### src/rtl/div_issue_queue_if.sv
// Shared types and the dispatch/divider-facing bus of div_issue_queue.
// The master modport is the environment (dispatch, branch unit, divider);
// the slave modport is the issue queue itself.
package div_issue_queue_pkg;
    localparam int SQN_W     = 7;
    localparam int PAYLOAD_W = 32;

    typedef struct packed {
        logic                 valid;
        logic [SQN_W-1:0]     sqN;
        logic [PAYLOAD_W-1:0] payload;
    } EX_UOp;

    typedef struct packed {
        logic             taken;
        logic [SQN_W-1:0] sqN;
    } BranchProv;
endpackage

// Handshake: dispatch may present IN_uop.valid only while OUT_full is low;
// a uop is taken at the clock edge when valid and not squashed. OUT_en is a
// single-cycle strobe qualifying OUT_uop; IN_divBusy blocks any new strobe.
interface div_issue_queue_if;
    import div_issue_queue_pkg::*;

    BranchProv IN_branch;
    EX_UOp     IN_uop;
    logic      OUT_full;
    logic      IN_divBusy;
    logic      OUT_en;
    EX_UOp     OUT_uop;

    modport master (
        output IN_branch, IN_uop, IN_divBusy,
        input  OUT_full, OUT_en, OUT_uop
    );

    modport slave (
        input  IN_branch, IN_uop, IN_divBusy,
        output OUT_full, OUT_en, OUT_uop
    );
endinterface

### src/rtl/div_issue_queue.sv
// In-order issue buffer in front of the iterative integer divider.
// Holds up to DEPTH uops in age order, issues one at a time spaced DIV_LAT
// cycles apart, and squashes uops younger than a taken branch.
// Optional: define DIV_ISSUE_BYPASS_EN to let a uop arriving at an idle,
// empty queue go straight to the divider one cycle earlier.
module div_issue_queue
    import div_issue_queue_pkg::*;
#(
    parameter int DEPTH   = 4,
    parameter int DIV_LAT = 34
) (
    input  logic                clk,
    input  logic                rst,
    div_issue_queue_if.slave    bus
);
    localparam int IDX_W  = $clog2(DEPTH);
    localparam int PTR_W  = IDX_W + 1;
    localparam int WAIT_W = $clog2(DIV_LAT + 1);

    // A uop is younger than the branch when the wrapped distance is positive.
    function automatic logic killed(input logic [SQN_W-1:0] s, input BranchProv b);
        logic [SQN_W-1:0] diff;
        diff = s - b.sqN;
        return b.taken && !diff[SQN_W-1] && (diff != '0);
    endfunction

    EX_UOp              mem_q [DEPTH];
    logic [PTR_W-1:0]   head_q, head_d, tail_q, tail_d;
    logic [WAIT_W-1:0]  wait_q, wait_d;
    logic               inflight_q, inflight_d;
    logic [SQN_W-1:0]   inflight_sqn_q, inflight_sqn_d;
    logic               en_q, en_d;
    EX_UOp              out_uop_q, out_uop_d;

    logic [PTR_W-1:0]   count, keep, tail_flush, scan_idx;
    logic               full, found, issue, accept, bypass, enq, inflight_kill;
    EX_UOp              head_entry;

    assign count      = tail_q - head_q;
    assign full       = (count == PTR_W'(DEPTH));
    assign head_entry = mem_q[head_q[IDX_W-1:0]];

    // Survivors of a branch form a prefix; keep = index of first killed entry.
    always_comb begin
        keep     = count;
        found    = 1'b0;
        scan_idx = '0;
        for (int i = 0; i < DEPTH; i++) begin
            scan_idx = head_q + PTR_W'(i);
            if (!found && (PTR_W'(i) < count) &&
                killed(mem_q[scan_idx[IDX_W-1:0]].sqN, bus.IN_branch)) begin
                keep  = PTR_W'(i);
                found = 1'b1;
            end
        end
    end

    assign tail_flush = head_q + keep;
    assign issue  = (count != '0) && head_entry.valid &&
                    !killed(head_entry.sqN, bus.IN_branch) &&
                    (wait_q == '0) && !bus.IN_divBusy && !en_q;
    assign accept = bus.IN_uop.valid && !full && !killed(bus.IN_uop.sqN, bus.IN_branch);
`ifdef DIV_ISSUE_BYPASS_EN
    assign bypass = accept && (count == '0) && (wait_q == '0) && !bus.IN_divBusy && !en_q;
`else
    assign bypass = 1'b0;
`endif
    assign enq = accept && !bypass;

    // A squashed in-flight op (or one being handed over right now) is
    // rejected by the divider, so the spacing requirement no longer applies.
    assign inflight_kill = (inflight_q && killed(inflight_sqn_q, bus.IN_branch)) ||
                           (out_uop_q.valid && killed(out_uop_q.sqN, bus.IN_branch));

    // Next-state for pointers, issue countdown and the registered issue port.
    always_comb begin
        head_d          = head_q + (issue ? PTR_W'(1) : PTR_W'(0));
        tail_d          = tail_flush + (enq ? PTR_W'(1) : PTR_W'(0));
        wait_d          = (wait_q != '0) ? wait_q - WAIT_W'(1) : '0;
        inflight_d      = inflight_q && (wait_d != '0);
        inflight_sqn_d  = inflight_sqn_q;
        en_d            = 1'b0;
        out_uop_d       = out_uop_q;
        out_uop_d.valid = 1'b0;
        if (inflight_kill) begin
            wait_d     = '0;
            inflight_d = 1'b0;
        end
        if (issue) begin
            en_d           = 1'b1;
            out_uop_d      = head_entry;
            out_uop_d.valid = 1'b1;
            wait_d         = WAIT_W'(DIV_LAT - 1);
            inflight_d     = 1'b1;
            inflight_sqn_d = head_entry.sqN;
        end else if (bypass) begin
            en_d           = 1'b1;
            out_uop_d      = bus.IN_uop;
            out_uop_d.valid = 1'b1;
            wait_d         = WAIT_W'(DIV_LAT - 1);
            inflight_d     = 1'b1;
            inflight_sqn_d = bus.IN_uop.sqN;
        end
    end

    // Control state register with synchronous reset.
    always_ff @(posedge clk) begin
        if (rst) begin
            head_q         <= '0;
            tail_q         <= '0;
            wait_q         <= '0;
            inflight_q     <= 1'b0;
            inflight_sqn_q <= '0;
            en_q           <= 1'b0;
            out_uop_q      <= '0;
        end else begin
            head_q         <= head_d;
            tail_q         <= tail_d;
            wait_q         <= wait_d;
            inflight_q     <= inflight_d;
            inflight_sqn_q <= inflight_sqn_d;
            en_q           <= en_d;
            out_uop_q      <= out_uop_d;
        end
    end

    // Entry storage; writes land just past the youngest surviving entry.
    always_ff @(posedge clk) begin
        if (enq) begin
            mem_q[tail_flush[IDX_W-1:0]] <= bus.IN_uop;
        end
    end

    assign bus.OUT_full = full;
    assign bus.OUT_en   = en_q;
    assign bus.OUT_uop  = out_uop_q;

    a_no_enq_when_full: assert property (@(posedge clk) disable iff (rst)
        !(bus.IN_uop.valid && bus.OUT_full))
        else $error("div_issue_queue: uop presented while queue full");
endmodule
### src/flat_wrapper.sv
// flat-port wrapper written by rule: the top's interface ports become plain ports
module div_issue_queue_flat import div_issue_queue_pkg::*;
#(
    parameter int DEPTH   = 4,
    parameter int DIV_LAT = 34
)
  (clk, rst, bus_IN_branch, bus_IN_uop, bus_IN_divBusy, bus_OUT_full, bus_OUT_en, bus_OUT_uop);
  div_issue_queue_if bus_i ();
  input  logic clk;
  input  logic rst;
  input wire logic [$bits(bus_i.IN_branch)-1:0] bus_IN_branch;
  input wire logic [$bits(bus_i.IN_uop)-1:0] bus_IN_uop;
  input wire logic [$bits(bus_i.IN_divBusy)-1:0] bus_IN_divBusy;
  output wire logic [$bits(bus_i.OUT_full)-1:0] bus_OUT_full;
  output wire logic [$bits(bus_i.OUT_en)-1:0] bus_OUT_en;
  output wire logic [$bits(bus_i.OUT_uop)-1:0] bus_OUT_uop;
  assign bus_i.IN_branch = bus_IN_branch;
  assign bus_i.IN_uop = bus_IN_uop;
  assign bus_i.IN_divBusy = bus_IN_divBusy;
  assign bus_OUT_full = bus_i.OUT_full;
  assign bus_OUT_en = bus_i.OUT_en;
  assign bus_OUT_uop = bus_i.OUT_uop;
  div_issue_queue #(.DEPTH(DEPTH), .DIV_LAT(DIV_LAT)) u_core (.clk(clk), .rst(rst), .bus(bus_i));
endmodule
### config.mk
export PLATFORM = sky130hd
export DESIGN_NAME = div_issue_queue_flat
export DESIGN_NICKNAME = d
export VERILOG_FILES = /design/src/rtl/div_issue_queue_if.sv /design/src/rtl/div_issue_queue.sv /design/src/flat_wrapper.sv
export SDC_FILE = /design/constraint.sdc
export NUM_CORES = 1
export LEC_CHECK = 0
export ABC_CLOCK_PERIOD_IN_PS = 18800
export BUFFER_PORTS_ARGS = -buffer_cell sky130_fd_sc_hd__clkbuf_2
export CAP_MARGIN = 20
export CORE_MARGIN = 1.5
export CORE_UTILIZATION = 30
export DETAILED_ROUTE_END_ITERATION = 8
export PLACE_DENSITY = 0.56
export SLEW_MARGIN = 20
export SYNTH_ARGS = -nofsm -noshare
export SYNTH_HDL_FRONTEND = slang
export SYNTH_SLANG_ARGS = --single-unit
### constraint.sdc
create_clock -name clk -period 18.8 [get_ports clk]
set_clock_uncertainty 0.2 [all_clocks]
set_input_delay 5.64 -clock clk [delete_from_list [all_inputs] [get_ports clk]]
set_output_delay 5.64 -clock clk [all_outputs]
set_load 0.03 [all_outputs]
==> flow_summary_export.csv, run 1 <==
group,metric,value,unit
outcome,status,"finished clean",
timing,worstMarginPinSlew,0.993,ns
yosys,synth_edf_count,160,
power,p_leak,4.51,nW
routing,drc,0,
clocking,cts_setup_buffers,0,
global_route,grt_max_degree,55,
cells_and_area,fillers,3269,
power,p_total,0.00151,W
yosys,synth_ff_type,"edfxtp_1",
routing,wl,21.4,mm
setup_path,crit_path_max_incr_delay,0.60,ns
yosys,ys_ff_latch,213,
routing,drt_iter0_drc,274,
place,dp.cells,1209,
run,drv_cap,0,
setup_path,cp.required,18.76,ns
yosys,synth-compound-area-share,7.12,%
timing,fmax,105,MHz
clocking,cts_resized,0,
setup_path,crit_chain,"clkbuf_2 -> inv_1 -> fa_1 -> a21o_1 -> a221oi_1 -> xnor2_1 -> nand3_1 -> o22a_1 -> ha_1 -> fa_1 -> inv_1 -> a2111oi_2 -> buf_4",
yosys,synth_nets,788,
routing,vias_per_cell,4.75,
setup_path,cp_max_fo,40,
routing,avgRoutedWirePerCell,17.1,µm
die,rows,67,
place,dp_hpwl,14.2,mm
yosys,synthSimpleGateAreaFrac,6.49,%
routing,firstDrtPassIters,4,
clocking,worstSkewPairLatency,0.53,ns
timing,setup_violations,0,
setup_path,crit_path_end_kind,"register",
global_route,grt_pass1_vias,6071,
cells_and_area,final_cell_area,0.0119,mm²
setup_path,critPathTopFamily,"adder cells",
yosys,synth_fa_ha_area_share,6.89,%
routing,vias,5955,
cells_and_area,final_cell_mix,"edfxtp_1 (160), clkbuf_2 (92), nor2_1 (60)",
clocking,cts_sinks,213,
cells_and_area,nNetsFinal,889,
timing,period_share,50.7,%
timing,period_minus_slack,9.53,ns
yosys,yosys.cell_types.count,53,
yosys,synthMuxAreaShare,17.0,%
yosys,synth_top_family_by_area,"multiplexers",
setup_path,worstSetupPathType,"input port to register",
clocking,clkTransAtPathRegs,0.06,ns
yosys,synthCells,686,
clocking,max-clock-path-buffers,3,
setup_path,critPathBufInv,4,
timing,max_slew_margin,33.8,%
clocking,cts_tree,"done",
cells_and_area,antennaDiodeCount,0,
yosys,yosysWarnings,0,
setup_path,r2r_slack,12.99,ns
die,coreArea,0.0334,mm²
cells_and_area,syn_to_final_growth,17.0,%
yosys,async_flop_share,0,%
die,fp.dieW,187,µm
worst_hold_path,hold_class,"register to register",
power,power_density,127,mW/mm²
die,ios,93,
setup_path,arrival,9.49,ns
cells_and_area,layout_commonest_cell,"edfxtp_1",
die,start_util,30.4,%
timing,rsz0062_at_grt,"no",
clocking,numCtsBuffers,24,
cells_and_area,multi_input_area,0.00403,mm²
die,dieArea,0.0349,mm²
die,dieHeight,187,µm
clocking,h-tree-depth,1,
global_route,antenna_found_initial,2,
yosys,avgSynthCellArea,14.8,µm²
yosys,synth_xor_area_share,2.08,%
yosys,ys_seq_area_share,57.9,%
routing,antenna_left,0,
cells_and_area,register_area,0.00587,mm²
cells_and_area,instances_no_fill,1253,
clocking,root_buffer,"clkbuf_16",
cells_and_area,drive_above_1_share,26.5,%
global_route,grtUsageTotal,12.3,%
clocking,hold_buffers,0,
yosys,synth_area,0.0101,mm²
power,ir_drop,0.0000783,V
timing,tns,0,ns
timing,slew_viol_final,0,
global_route,grt_pass1_wl,34.2,mm
place,place_area,0.0111,mm²
setup_path,crit_path_start_kind,"input port",
global_route,grt_overflow,0,
timing,finalHoldViolCount,0,
place,gp_congestion,0.805,
place,port_buffers,92,
timing,hold_slack,0.279,ns
setup_path,critPathSlowestCell,"fa_1",
worst paths after layout:
| check | start | to | cells past startpoint |
|---|---|---|---|
| worst max-delay path | bus_IN_branch[1] | u_core.mem_q[2][17] | 13 |
| worst min register to register | u_core.inflight_q | u_core.inflight_q | 2 |
| worst max register to register | u_core.head_q[0] | u_core.mem_q[2][17] | 13 |
| worst min-delay path | u_core.inflight_q | u_core.inflight_q | 2 |
routing by layer:
layer  up-vias  wire length [µm]  GRT usage (%)
li1       2852                 -              -
met3        27              1160           2.58
met5         -                13              0
met1      2951             10300           17.4
met4         2               409           2.85
met2       123              9440           19.5
where the power goes:
group | total [W] | switching (W) | internal, W
registers | 0.000649 | 0.0000327 | 0.000617
logic | 0.000418 | 0.000246 | 0.000172
clock network | 0.000439 | 0.000186 | 0.000252
total | 0.00151 | 0.000465 | 0.00104
area by class of cell:
type	count	area share, %
repair buffers	100	4.39
well taps	448	4.73
clock buffers	31	5.63
inverters	28	0.887
clock inverters	13	0.813
multi-input cells	420	34.0
flip-flops and latches	213	49.6
cell families after synthesis:
kind of cell,after synthesis
AO/OA/AOI/OAI,104
XOR/XNOR,24
adder cells (fa/ha/maj),51
buffers and inverters,53
flip-flops,213
multiplexers,107
AND/OR/NAND/NOR,134
cells in the mapped netlist, types with 8 or more instances:
master,number,share of area [%]
xor2_1,10,0.86
clkbuf_1,16,0.59
o21ai_0,23,1.1
ha_1,43,5.3
a21oi_1,21,1.0
dfxtp_1,53,10
nor2b_1,18,1.1
edfxtp_1,160,47
fa_1,8,1.6
nand2_1,12,0.44
inv_1,27,1.0
mux2i_1,49,4.8
xnor2_1,14,1.2
nor3_1,10,0.49
nor2_1,60,2.2
nand2b_1,9,0.56
mux4_2,51,11
o21a_1,11,0.82
tightest hold or removal path, stage by stage, from the launching register on:
cell and delay (ns):
dfxtp_1 0.31, o21ai_0 0.07, o31ai_1 0.06
sequential cells by signal, indices dropped and copies added (netlist names):
name	count
u_core.bus.OUT_uop	33
u_core.wait_q	6
u_core.tail_q	3
u_core.inflight_sqn_q	7
u_core.inflight_q	1
u_core.mem_q	160
u_core.head_q	3
per-stage QoR:
stage / worst slack (ns) / utilization (%)
detailed placement: 8.71 / 33.2
CTS: 9.23 / 35.5
floorplan: 3.66 / -
global route: 8.92 / 35.5
finish: 9.27 / 35.5
global placement: 8.79 / 33.2
Power figures use the tool's default switching activity.
==> run 2, diff against run 1 <==
--- a/config.mk
+++ b/config.mk
@@ -5,7 +5,7 @@
 export SDC_FILE = /design/constraint.sdc
 export NUM_CORES = 1
 export LEC_CHECK = 0
-export ABC_CLOCK_PERIOD_IN_PS = 18800
+export ABC_CLOCK_PERIOD_IN_PS = 9740
 export BUFFER_PORTS_ARGS = -buffer_cell sky130_fd_sc_hd__clkbuf_2
 export CAP_MARGIN = 20
 export CORE_MARGIN = 1.5
==> constraint.sdc (replaced) <==
create_clock -name clk -period 9.74 [get_ports clk]
set_clock_uncertainty 0.2 [all_clocks]
set_input_delay 2.922 -clock clk [delete_from_list [all_inputs] [get_ports clk]]
set_output_delay 2.922 -clock clk [all_outputs]
set_load 0.03 [all_outputs]
==> flow_summary_export.csv, run 2 (synthesis gave the netlist of run 1 again) <==
group,metric,value,unit
outcome,status,"finished clean",
setup_path,crit_end,"u_core.mem_q[1][37]",
clocking,max-clock-path-buffers,3,
global_route,top_usage_layer,"met2",
setup_path,critPathSlowestCell,"buf_4",
cells_and_area,fillers,3292,
setup_path,crit_top_cell,"fa_1",
clocking,numCtsBuffers,24,
timing,finalHoldViolCount,0,
global_route,grtUsageTotal,12.3,%
place,gp_congestion,0.793,
timing,final.setup.worst_slack,2.71,ns
setup_path,crit_chain,"clkbuf_2 -> inv_1 -> fa_1 -> a21o_1 -> a2111oi_0 -> nor3_1 -> a211oi_4 -> o22ai_1 -> a21oi_1 -> fa_1 -> a2111oi_2 -> buf_4",
global_route,grt_max_degree,55,
global_route,globalRouteMet1Util,16.7,%
clocking,cts_sinks,213,
routing,avgRoutedWirePerCell,17.0,µm
power,power_density,247,mW/mm²
clocking,clkTransAtPathRegs,0.06,ns
die,start_util,30.4,%
routing,wl,21.3,mm
global_route,use_met3,2.31,%
worst_hold_path,hold_class,"register to register",
cells_and_area,nNetsFinal,890,
setup_path,critPathLaunch,"bus_IN_branch[1]",
timing,setup_violations,0,
routing,firstDrtPassIters,4,
place,port_buffers,92,
clocking,hold_buffers,0,
timing,worstMarginPinSlew,1.01,ns
clocking,cts_resized,0,
power,ir_drop,0.000141,V
run,drv_cap,0,
place,dp_slack,2.07,ns
die,dieHeight,187,µm
setup_path,worstSetupPathType,"input port to register",
routing,drc,0,
cells_and_area,final_cell_mix,"edfxtp_1 (160), clkbuf_2 (92), nor2_1 (60)",
cells_and_area,register_area,0.00587,mm²
global_route,gr-usage-met2,20.0,%
routing,antenna_left,0,
global_route,grt_pass1_wl,33.9,mm
cells_and_area,layout_commonest_cell,"edfxtp_1",
global_route,antenna_found_initial,0,
timing,fmax,142,MHz
timing,period_share,72.1,%
routing,drt_iter0_drc,229,
power,p_leak,4.53,nW
timing,max_slew_margin,32.9,%
timing,slew_viol_final,0,
setup_path,arrival,6.98,ns
cells_and_area,drive_above_1_share,26.4,%
routing,vias,5962,
die,coreArea,0.0334,mm²
setup_path,r2r-start,"u_core.head_q[1]",
clocking,root_buffer,"clkbuf_16",
setup_path,reg2regPathDepth,14,
global_route,grt_pass1_vias,6143,
clocking,cts_setup_buffers,0,
clocking,h-tree-depth,1,
cells_and_area,multi_input_area,0.00403,mm²
clocking,cts_tree,"done",
setup_path,cp_max_fo,38,
setup_path,crit_path_start_kind,"input port",
setup_path,r2r_slack,4.08,ns
die,rows,67,
cells_and_area,syn_to_final_growth,17.3,%
cells_and_area,largest_reg_flops,160,
die,fp.dieW,187,µm
die,ios,93,
place,dp_hpwl,14.3,mm
timing,period_minus_slack,7.03,ns
die,dieArea,0.0349,mm²
cells_and_area,antennaDiodeCount,0,
setup_path,crit_path_end_kind,"register",
setup_path,crit_path_max_incr_delay,0.60,ns
routing,vias_per_cell,4.75,
timing,rsz0062_at_grt,"no",
clocking,worstSkewPairLatency,0.54,ns
setup_path,rr_endpoint,"u_core.mem_q[1][37]",
timing,tns,0,ns
global_route,grt_overflow,0,
setup_path,cp.required,9.69,ns
## run 2: changes by cell type in the layout (fill, tap and decap cells not counted)
cell,delta
clkinv_2,-3
clkinv_1,-2
buf_4,+1
clkbuf_1,+3
clkinv_4,-1
inv_8,+1
clkinvlp_4,-1
inv_6,+1
clkbuf_8,+2
## run 2: area by class of cell
type | instances | area share [%]
sequential | 213 | 49.4
timing repair buffer | 101 | 4.44
inverter | 28 | 0.885
multi-input combinational | 420 | 33.9
tap | 448 | 4.72
clock inverter | 8 | 0.653
clock buffer | 36 | 5.94
## run 2: metrics by stage
step / power [W] / instances / util [%] / hold slack [ns] / cell area, µm²
after floorplan: 0.00188 / 686 / - / 0.250 / 10100
after global placement: 0.00209 / 1210 / 33.3 / 0.276 / 11100
after detailed placement: 0.00210 / 1210 / 33.3 / 0.277 / 11100
after CTS: 0.00299 / 1254 / 35.6 / 0.286 / 11900
after global routing: 0.00311 / 1254 / 35.6 / 0.306 / 11900
final: 0.00294 / 1254 / 35.6 / 0.276 / 11900
## run 2: critical path: cells and delay by family
family,cells,cell delay [ns]
compound gates,6,1.78
simple gates,1,0.14
fa+ha+maj,2,1.06
buf+inv,3,1.07
## run 2: worst min-delay path by stage
stage / startpoint / endpoint / slack (ns) / depth (start not counted)
after global placement: u_core.bus.OUT_uop[21] / u_core.bus.OUT_uop[21] / 0.28 / 2
after global routing: u_core.inflight_q / u_core.inflight_q / 0.31 / 2
after CTS: u_core.inflight_q / u_core.inflight_q / 0.29 / 2
after floorplan: u_core.inflight_q / u_core.inflight_q / 0.25 / 2
final: u_core.inflight_q / u_core.inflight_q / 0.28 / 2
after detailed placement: u_core.inflight_q / u_core.inflight_q / 0.28 / 2
## run 2: power by group
part	total [W]	internal [W]	switching [W]
clock network	0.000874	0.000507	0.000367
registers	0.00126	0.00119	0.0000676
logic	0.000808	0.000336	0.000472
total	0.00294	0.00203	0.000907
## run 2: per-layer routing
metal | vias to the layer above | routed length [µm] | part of all wire [%]
li1 | 2859 | - | -
met1 | 2946 | 9910 | 47
met2 | 124 | 9790 | 46
met3 | 33 | 1060 | 5.0
met4 | 0 | 520 | 2.4
met5 | - | 0 | 0
